<file path="src/rtl/uart_tx_fifo.sv">
// Byte FIFO in front of uart_tx: buffers producer bytes and hands them to
// the serialiser one at a time over the tx_start/tx_data/tx_busy handshake.
module uart_tx_fifo #(
    parameter int DEPTH_LOG2 = 4,
    parameter int DATA_WIDTH = 8
) (
    input  logic                  clk,
    input  logic                  reset,
    input  logic                  wr_en,
    input  logic [DATA_WIDTH-1:0] wr_data,
    output logic                  full,
    output logic                  empty,
    output logic [DEPTH_LOG2:0]   count,
    output logic                  overflow,
    input  logic                  ovf_clr,
    output logic                  idle,
    output logic                  tx_start,
    output logic [DATA_WIDTH-1:0] tx_data,
    input  logic                  tx_busy,
    output logic [1:0]            state_dbg
);

    localparam int DEPTH = 2 ** DEPTH_LOG2;
    localparam logic [DEPTH_LOG2:0]   CNT_DEPTH = (DEPTH_LOG2 + 1)'(DEPTH);
    localparam logic [DEPTH_LOG2:0]   CNT_ONE   = (DEPTH_LOG2 + 1)'(1);
    localparam logic [DEPTH_LOG2-1:0] PTR_ONE   = DEPTH_LOG2'(1);

    typedef enum logic [1:0] {
        S_IDLE      = 2'd0,
        S_START     = 2'd1,
        S_WAIT_DONE = 2'd2
    } state_t;

    // Handshake: tx_start is a level request held in START until uart_tx
    // answers with tx_busy=1; tx_data is stable from the pop until the next pop.
    state_t                  state, state_next;
    logic [DATA_WIDTH-1:0]   mem [DEPTH];
    logic [DEPTH_LOG2-1:0]   wr_ptr, rd_ptr;
    logic                    wr_acc, pop;

    assign full      = (count == CNT_DEPTH);
    assign empty     = (count == '0);
    assign wr_acc    = wr_en && !full;
    assign pop       = (state == S_IDLE) && !empty && !tx_busy;
    assign idle      = empty && (state == S_IDLE);
    assign state_dbg = state;

    always_comb begin
        state_next = state;
        tx_start   = 1'b0;
        case (state)
            S_IDLE: begin
                if (pop) state_next = S_START;
            end
            S_START: begin
                tx_start = 1'b1;
                if (tx_busy) state_next = S_WAIT_DONE;
            end
            S_WAIT_DONE: begin
                if (!tx_busy) state_next = S_IDLE;
            end
            default: state_next = S_IDLE;
        endcase
    end

    always_ff @(posedge clk) begin
        if (reset) state <= S_IDLE;
        else       state <= state_next;
    end

    // Storage is not reset; occupancy alone decides what is valid.
    always_ff @(posedge clk) begin
        if (wr_acc) mem[wr_ptr] <= wr_data;
    end

    always_ff @(posedge clk) begin
        if (reset) begin
            wr_ptr   <= '0;
            rd_ptr   <= '0;
            count    <= '0;
            overflow <= 1'b0;
            tx_data  <= '0;
        end else begin
            if (wr_acc) wr_ptr <= wr_ptr + PTR_ONE;
            if (pop) begin
                rd_ptr  <= rd_ptr + PTR_ONE;
                tx_data <= mem[rd_ptr];
            end
            case ({wr_acc, pop})
                2'b10:   count <= count + CNT_ONE;
                2'b01:   count <= count - CNT_ONE;
                default: count <= count;
            endcase
            // A dropped write outranks a clear in the same cycle.
            if (wr_en && full) overflow <= 1'b1;
            else if (ovf_clr)  overflow <= 1'b0;
        end
    end

endmodule

</file>
<file path="config.mk">
export PLATFORM = sky130hd
export DESIGN_NAME = uart_tx_fifo
export DESIGN_NICKNAME = d
export VERILOG_FILES = /design/src/rtl/uart_tx_fifo.sv
export SDC_FILE = /design/constraint.sdc
export NUM_CORES = 1
export LEC_CHECK = 0
export ABC_CLOCK_PERIOD_IN_PS = 3100
export CORE_MARGIN = 4
export CORE_UTILIZATION = 45
export CTS_BUF_LIST = sky130_fd_sc_hd__clkbuf_16
export DETAILED_ROUTE_END_ITERATION = 6
export PLACE_DENSITY = 0.67
export SYNTH_ARGS = -nofsm -noshare
export SYNTH_HDL_FRONTEND = slang
export SYNTH_SLANG_ARGS = --single-unit
</file>
<file path="constraint.sdc">
create_clock -name clk -period 3.1 [get_ports clk]
set_input_delay 0.62 -clock clk [delete_from_list [all_inputs] [get_ports clk]]
set_output_delay 0.62 -clock clk [all_outputs]
set_load 0.05 [all_outputs]
</file>
---- After elaboration in Yosys (flattened, before gate mapping) ----
Memories as Yosys holds them, arrays and structs flattened. A register that Yosys moved wholly into a read port is not among the register bits.
Index checks and enable logic that the tools add are counted.
cells by class
  add/sub/neg operators ................... 4
  mux-type cells .......................... 10
  reductions and logical operators ........ 13
  eq/ne operators ......................... 8
operators with widths
  kind                                                                 number
  5-bit one-hot mux with 2 select lines                                1
  4-bit by 1-bit adder with 4-bit output (second input constant)       2
  2-bit 2-to-1 mux                                                     3
  2-bit != test (second input constant)                                3
  2-bit one-hot mux with 3 select lines                                1
  5-bit by 1-bit adder with 5-bit output (second input constant)       1
  5-bit == test (second input constant)                                1
  1-bit logical AND                                                    5
  5-bit logical NOT                                                    1
  1-bit 2-to-1 mux                                                     5
  5-bit by 1-bit subtractor with 5-bit output (second input constant)  1
  2-bit by 1-bit == test with 1-bit output (second input constant)     2
  2-bit == test (second input constant)                                2
  2-bit nonzero test                                                   2
  1-bit logical NOT                                                    3
  3-bit AND reduction                                                  1
  2-bit logical NOT                                                    1
storage, ports and cells
  memories ................................ 1
  flip-flop bits (word level) ............. 16
  output and inout port bits .............. 20
  RAM bits ................................ 128
memories
  memory  words  bits a word  rd ports  clocked after memory_dff  write ports  RTL line  RTL
  mem     16     8            1         1                         1            37        logic [DATA_WIDTH-1:0] mem [DEPTH];

---- Longest topological paths before layout ----
Gate-level depths: netlist (run 1).
  depth after elaboration ................. 6
  gate-level depth with buffers ........... 12

---- Least setup slack after synthesis (run 1) ----
Ideal clock, no wire load.
  kind .................................... reg2out
  start point ............................. register count[1]
  end point ............................... output idle
  data required time ...................... 2.480 ns
  cell stages (with the launch flop) ...... 5
  path buffers ............................ 2
  data arrival time ....................... 2.781 ns
  setup slack ............................. -0.301 ns
  cell sequence ........................... dfxtp_1 -> buf_6 -> or4_4 -> buf_6 -> nor4_1
between the ends
  word-level cells in the longest chain between the ends .. 2
ends and longest elaborated chain
  element                 RTL line  RTL
  from (decl)             13        output logic [DEPTH_LOG2:0] count,
  from (signal assigned)  90        2'b10: count <= count + CNT_ONE;
  from (signal assigned)  91        2'b01: count <= count - CNT_ONE;
  from (signal assigned)  92        default: count <= count;
  5-bit logical NOT       42        assign empty = (count == '0);
  1-bit logical AND       45        assign idle = empty && (state == S_IDLE);
  to (decl)               16        output logic idle,
Every way passes these cells.

---- Worst setup path after layout (run 1) ----
  start point ............................. register count[0]
  end point ............................... output empty
between the ends
  word-level cells in the longest chain between the ends .. 1
ends and longest elaborated chain
  element            RTL line  RTL
  5-bit logical NOT  42
  to (decl)          12        output logic empty,
Every way passes these cells.

==> results of run 1 <==
[synth_stat cells, drive strengths merged]
cell / n
clkbuf: 9
nor4: 4
o22ai: 14
nor2: 37
mux2i: 35
a31oi: 3
edfxtp: 128
ha: 8
and3: 2
nor2b: 5
nand3b: 2
o21ai: 2
and3b: 1
a311oi: 8
nand3: 4
a21oi: 4
buf: 15
or3b: 2
xnor2: 3
a211oi: 7
nand2b: 3
mux2: 2
a21boi: 2
xor2: 7
mux4: 16
nor3: 7
nor3b: 1
a2bb2oi: 1
a211o: 1
o211ai: 5
and2: 1
dfxtp: 24
inv: 5
or4: 1
nand2: 14
a21o: 1
or3: 1
[sequential cells by signal (all words and copies together), names as in the netlist]
signal / count
overflow: 1
mem: 128
rd_ptr: 4
state_dbg: 2
count: 5
wr_ptr: 4
tx_data: 8
[path summary, 6_finish.rpt]
path                            startpoint    endpoint  slack (ps)  depth (start not counted)
worst max-delay path              count[0]       empty         130                          3
worst min-delay path            tx_data[0]  tx_data[0]         500                          2
worst max register to register    count[1]    count[4]         620                         11
worst min register to register  tx_data[0]  tx_data[0]         500                          2
[where the power goes]
group | switching (mW) | internal [mW] | total, mW
combinational | 1.04 | 0.669 | 1.71
sequential | 0.153 | 2.38 | 2.53
clock | 0.768 | 1.09 | 1.86
[layer usage]
metal	vias up	share of wire (%)
met5	-	0
met4	0	2.4
met3	15	3.6
met2	72	52
met1	1699	42
li1	1607	-
[through the flow]
stage	power [mW]	utilization [%]	hold slack [ps]	setup WS [ps]	cells
3_3_place_gp	4.28	50.9	499	219	595
5_1_grt	6.39	55.0	534	12.9	627
3_5_place_dp	4.30	50.9	498	186	595
4_1_cts	6.17	55.0	506	8.28	627
2_1_floorplan	3.82	-	528	22.8	385
6_report	6.10	55.0	503	127	627
[layout make-up]
| type | instances | area [um2] |
|---|---|---|
| Clock buffer | 17 | 425 |
| Clock inverter | 15 | 113 |
| Fill cell | 1070 | 6010 |
| Inverter | 5 | 18.8 |
| Multi-Input combinational cell | 204 | 1710 |
| Sequential cell | 152 | 4330 |
| Tap cell | 176 | 220 |
| Timing Repair Buffer | 58 | 533 |
[tightest hold or removal path, stage by stage, from the launching register on]
cell and delay (ps):
sky130_fd_sc_hd__dfxtp_1 310, sky130_fd_sc_hd__nor2_1 100, sky130_fd_sc_hd__a311oi_1 50
[cells by family after synthesis]
logic type | count (synthesis)
fa+ha+maj | 8
compound gates | 48
simple gates | 85
buf+inv | 29
mux | 53
xor+xnor | 10
flops | 152
[cells in the final DEF, fill, tap and decap left out, drive strengths merged, types with 4 or more instances in the layout]
cell	count
a21oi	4
clkinv	10
buf	26
nor3	7
o211ai	5
nor2b	5
mux2i	35
a311oi	8
o22ai	14
inv	7
nand2	14
nand3	4
a211oi	7
clkdlybuf4s50	30
mux4	16
edfxtp	128
dfxtp	24
nor4	4
ha	8
clkbuf	17
nor2	37
xor2	7
==> reports/summary.log, run 1 <==
INFO  worst_setup_path crit_required=2480ps
INFO  sta            worst_clock_skew=17.3ps
INFO  worst_setup_path critical_path.n_buffers_inverters=1
INFO  placement      place.gp.congestion=0.850
INFO  worst_setup_path critical_path_class=reg -> out
INFO  grt            vias_in_the_first_global_route=3420
INFO  route          route.final.wire_length=12.1mm
INFO  worst_setup_path worst_path_cell_with_the_longest_stage_delay=sky130_fd_sc_hd__clkdlybuf4s50_1
INFO  layout         ratio_of_cells_with_drive_above_1_in_the_final_layout=18.2%
INFO  grt            grt_busiest_layer=met2
INFO  grt            grt_use_total=16.1%
INFO  floorplanning  fp.dieArea=15600um2
INFO  route          vias=3393
INFO  placement      detailedPlacementHpwl=8.07mm
INFO  sta            min_cycle_time_layout=2970ps
INFO  sta            timing_max_transition_violations_final=0
INFO  worst_setup_path cp_data_arrival_time=2350ps
INFO  route          drc=0
INFO  clock_tree     cts_root_buffer=sky130_fd_sc_hd__clkbuf_16
INFO  yosys          syn-num-nets=406
INFO  sta            timing.slew.headroom=54.5%
INFO  grt            maximum_number_of_pins_on_one_net_before_global_route_repair=24
INFO  yosys          largest_family_of_logic_cells_by_synthesized_area=multiplexers
INFO  sta            final_hold_viol_count=0
INFO  grt            global_route.usage.met3=3.54%
INFO  yosys          synth.largest_area_cell=sky130_fd_sc_hd__edfxtp_1
INFO  yosys          synth.top_cells.by_area=sky130_fd_sc_hd__edfxtp_1 62%, sky130_fd_sc_hd__dfxtp_1 7.8%, sky130_fd_sc_hd__mux4_2 5.8%, sky130_fd_sc_hd__mux2i_1 5.7%, sky130_fd_sc_hd__nor2_1 2.3%
INFO  clock_tree     cts.hold.buffers_added=0
INFO  floorplanning  fp.dieH=125um
INFO  placement      buffer_ports.inserted=32
INFO  clock_tree     cts_resized=0
INFO  clock_tree     postCtsSetupBuffers=0
INFO  worst_setup_path critical_path_cell_by_cell=or4_4, nor2_1, clkdlybuf4s50_1
INFO  grt            global_route.overflow_total=0
INFO  yosys          syn_area=6170um2
INFO  clock_tree     numClockSinks=152
INFO  yosys          synth_cells=385
INFO  placement      placedInstanceArea=6800um2
INFO  worst_setup_path path_max_fanout=8
INFO  floorplanning  top_level_ports=33
INFO  status         status=complete, no violations
INFO  yosys          synth.yosys.seq_area_share=70.1%
INFO  clock_tree     cts-root-to-sink-buffers=2
INFO  route          postRouteAntennaNets=0
INFO  layout         nets=459
INFO  sta            finalSetupTns=0ps
INFO  yosys          post_synth_fa_ha_maj_area_fraction=1.62%
INFO  layout         final_cell_area=7340um2
INFO  run            max_cap_violations=0
INFO  worst_setup_path worst_path_dominant_cell_family=buffers and inverters
INFO  grt            met2_usage=26.8%
INFO  worst_setup_path setup.worst_path.start_class=register
INFO  clock_tree     clock_latency=420ps
INFO  sta            timing.final.crit_share=95.9%
INFO  worst_setup_path critical-path-max-stage-delay=800ps
INFO  grt            grt_pass1_wl=18.8mm
INFO  yosys          synth.ff_latch_count=152
INFO  route          via_per_inst=5.41
INFO  yosys          yosys.cell_types.count=45
INFO  clock_tree     clk_pin_slew_worst_paths=60ps
INFO  yosys          share_of_the_synthesized_area_in_compound_gates_ao_oa_aoi_oai=5.84%
INFO  layout         insertedDiodeCount=0
INFO  yosys          yosysTopAreaCellShare=62.3%
INFO  power          ir_drop=0.417mV
INFO  route          first_iter_violations=187
INFO  floorplanning  number_of_standard_cell_rows_in_the_floorplan=42
INFO  grt            grt.met1_usage=19.9%
INFO  yosys          multiplexer_area_fraction_after_synthesis=11.9%
INFO  yosys          ys.warnings.count=0
INFO  route          routed_wire_length_per_instance=19.2um
INFO  sta            fmaxAchievable=336MHz
INFO  floorplanning  start_util=46.2%
INFO  yosys          yosys.area_share.simple=6.77%
INFO  grt            antenna_found_initial=0
INFO  clock_tree     cts_tree=done
INFO  layout         syn2layout_area_growth=19.0%
INFO  yosys          avgSynthCellArea=16.0um2
INFO  clock_tree     h-tree-depth=4
INFO  floorplanning  die_w=125um
INFO  sta            setup-violations-final=0
INFO  clock_tree     cts_inserted_buffers=17
INFO  power          pwr_density_cell=831nW/um2
INFO  route          first_pass_iters=4
INFO  sta            tightest_slew=680ps
INFO  yosys          synth_xor_area_share=1.42%
INFO  sta            rsz0062_at_grt=false
INFO  worst_setup_path worstSetupEndpointType=output pin
INFO  floorplanning  design.core.area=13300um2
INFO  hold_path      hp-class=reg -> reg
INFO  power          p_leak=2.42nW
No activity file was read; power rests on OpenSTA's default activity.
==> run 2: changes to the inputs <==
--- a/config.mk
+++ b/config.mk
@@ -7,10 +7,11 @@
 export LEC_CHECK = 0
 export ABC_CLOCK_PERIOD_IN_PS = 3100
 export CORE_MARGIN = 4
-export CORE_UTILIZATION = 45
+export CORE_UTILIZATION = 53
 export CTS_BUF_LIST = sky130_fd_sc_hd__clkbuf_16
 export DETAILED_ROUTE_END_ITERATION = 6
-export PLACE_DENSITY = 0.67
+export MAX_ROUTING_LAYER = met4
+export PLACE_DENSITY = 0.77
 export SYNTH_ARGS = -nofsm -noshare
 export SYNTH_HDL_FRONTEND = slang
 export SYNTH_SLANG_ARGS = --single-unit
==> run 2 against run 1 <==
Effect of this change:
- register-to-register slack lost 50 ps
- non-clock buffer count decreased by 1
- clock power is 9% higher
- critical path depth stayed put
==> reports/summary.log, run 2 (synthesized netlist as in run 1, its figures left out) <==
INFO  route          drc=0
INFO  worst_setup_path critical_path_class=reg -> out
INFO  sta            final_hold_viol_count=0
INFO  route          met3_length=731um
INFO  route          vias=3507
INFO  worst_setup_path crit_required=2480ps
INFO  sta            min_cycle_time_layout=2800ps
INFO  layout         layout_top_registers=mem (128), tx_data (8), count (5)
INFO  layout         fillers=820
INFO  worst_setup_path cp_data_arrival_time=2180ps
INFO  sta            timing.final.crit_share=90.3%
INFO  run            max_cap_violations=0
INFO  route          dr_wl_met2=6.51mm
INFO  route          first_pass_iters=4
INFO  placement      post-place-cells=561
INFO  clock_tree     cts.hold.buffers_added=0
INFO  layout         number_of_flip_flops_in_the_largest_register=128
INFO  worst_setup_path worstSetupEndpointType=output pin
INFO  clock_tree     postCtsSetupBuffers=0
INFO  worst_setup_path setup.worst_path.start_class=register
INFO  floorplanning  number_of_standard_cell_rows_in_the_floorplan=39
INFO  grt            vias_in_the_first_global_route=3516
INFO  sta            timing_max_transition_violations_final=0
INFO  worst_setup_path critical_path_cell_by_cell=or4_4, nor4_2, dlygate4sd2_1
INFO  layout         mostFrequentLayoutCells=128 x sky130_fd_sc_hd__edfxtp_1, 37 x sky130_fd_sc_hd__nor2_1, 35 x sky130_fd_sc_hd__mux2i_1
INFO  sta            timing.slew.headroom=45.9%
INFO  worst_setup_path critical-path-max-stage-delay=660ps
INFO  grt            global_route.overflow_total=0
INFO  route          route.top_layer_used=met4
INFO  grt            maximum_number_of_pins_on_one_net_before_global_route_repair=37
INFO  hold_path      hp-class=reg -> reg
INFO  sta            setup-violations-final=0
INFO  sta            fmaxAchievable=357MHz
INFO  sta            finalSetupTns=0ps
INFO  layout         insertedDiodeCount=0
INFO  sta            tightest_slew=808ps
INFO  route          met1Wirelength=5.30mm
INFO  power          pwr_density_cell=857nW/um2
INFO  placement      place.gp.congestion=0.862
INFO  grt            antenna_found_initial=0
INFO  layout         instances_no_fill=593
INFO  clock_tree     h-tree-depth=4
INFO  floorplanning  design.core.area=11400um2
INFO  sta            setup_slack=301ps
INFO  clock_tree     numClockSinks=152
INFO  sta            rsz0062_at_grt=false
INFO  layout         ratio_of_cells_with_drive_above_1_in_the_final_layout=18.2%
INFO  sta            hold-worst-slack=523ps
INFO  placement      placement.setup.worst_slack=119ps
INFO  layout         layout.cells.most_common=sky130_fd_sc_hd__edfxtp_1
INFO  grt            grt_pass1_wl=20.1mm
INFO  clock_tree     cts-root-to-sink-buffers=2
INFO  layout         syn2layout_area_growth=19.1%
INFO  floorplanning  top_level_ports=33
INFO  placement      detailedPlacementHpwl=8.07mm
INFO  floorplanning  fp.dieArea=13400um2
INFO  clock_tree     cts_root_buffer=sky130_fd_sc_hd__clkbuf_16
INFO  power          ir_drop=0.850mV
INFO  floorplanning  fp.dieH=116um
INFO  floorplanning  start_util=54.0%
INFO  layout         nets=458
INFO  clock_tree     clk_pin_slew_worst_paths=70ps
INFO  route          postRouteAntennaNets=0
INFO  route          first_iter_violations=315
INFO  route          routed_wire_length_per_instance=21.4um
INFO  sta            worst_clock_skew=10.9ps
INFO  clock_tree     cts_tree=done
INFO  worst_setup_path path_max_fanout=8
INFO  route          via_per_inst=5.91
INFO  status         status=complete, no violations
INFO  clock_tree     cts_inserted_buffers=17
INFO  route          route.final.wire_length=12.7mm
INFO  floorplanning  die_w=116um
INFO  worst_setup_path worst_path_cell_with_the_longest_stage_delay=sky130_fd_sc_hd__or4_4
INFO  power          p_leak=2.44nW
INFO  clock_tree     clock_latency=420ps
INFO  grt            grt_use_total=21.4%
INFO  layout         max_flop_register=mem
INFO  power          total_power=6.29mW
INFO  placement      buffer_ports.inserted=32
## run 2: power by group
part	total, mW	internal, mW	switching, mW
Combinational	1.71	0.654	1.05
Sequential	2.55	2.38	0.174
Clock	2.03	1.19	0.845
## run 2: layout make-up
cell class,count,area [um2],area share (%)
Inverter,5,18.8,0.255
Clock buffer,20,500,6.81
Multi-Input combinational cell,204,1710,23.2
Clock inverter,12,95.1,1.29
Tap cell,143,179,2.44
Timing Repair Buffer,57,520,7.09
Sequential cell,152,4330,58.9
## run 2: metrics by stage
stage	area [um2]	util, %
2_1_floorplan	6180	-
3_3_place_gp	6750	59.1
3_5_place_dp	6750	59.1
4_1_cts	7340	64.3
5_1_grt	7350	64.3
6_report	7350	64.3
## run 2: routing by layer
layer	global-route usage, %	up-vias
met3	5.90	16
li1	-	1600
met2	33.4	115
met1	27.6	1776
met4	6.88	0
met5	-	-
## run 2: final timing paths
| path | from | endpoint | slack, ps | cells past startpoint |
|---|---|---|---|---|
| min | tx_data[1] | tx_data[1] | 520 | 2 |
| max reg2reg | count[1] | count[4] | 570 | 11 |
| max | count[0] | idle | 300 | 3 |
| min reg2reg | tx_data[1] | tx_data[1] | 520 | 2 |
## run 2: critical path, delay by kind of cell (launching register included)
| family | cells | cell delay [ps] |
|---|---|---|
| buf+inv | 1 | 550 |
| flops | 1 | 400 |
| simple gates | 2 | 810 |
## run 2: repair_timing
item	in CTS	in global routing
cloned	0	0
resized for setup	2	1
endpoints found under the setup margin	2	1
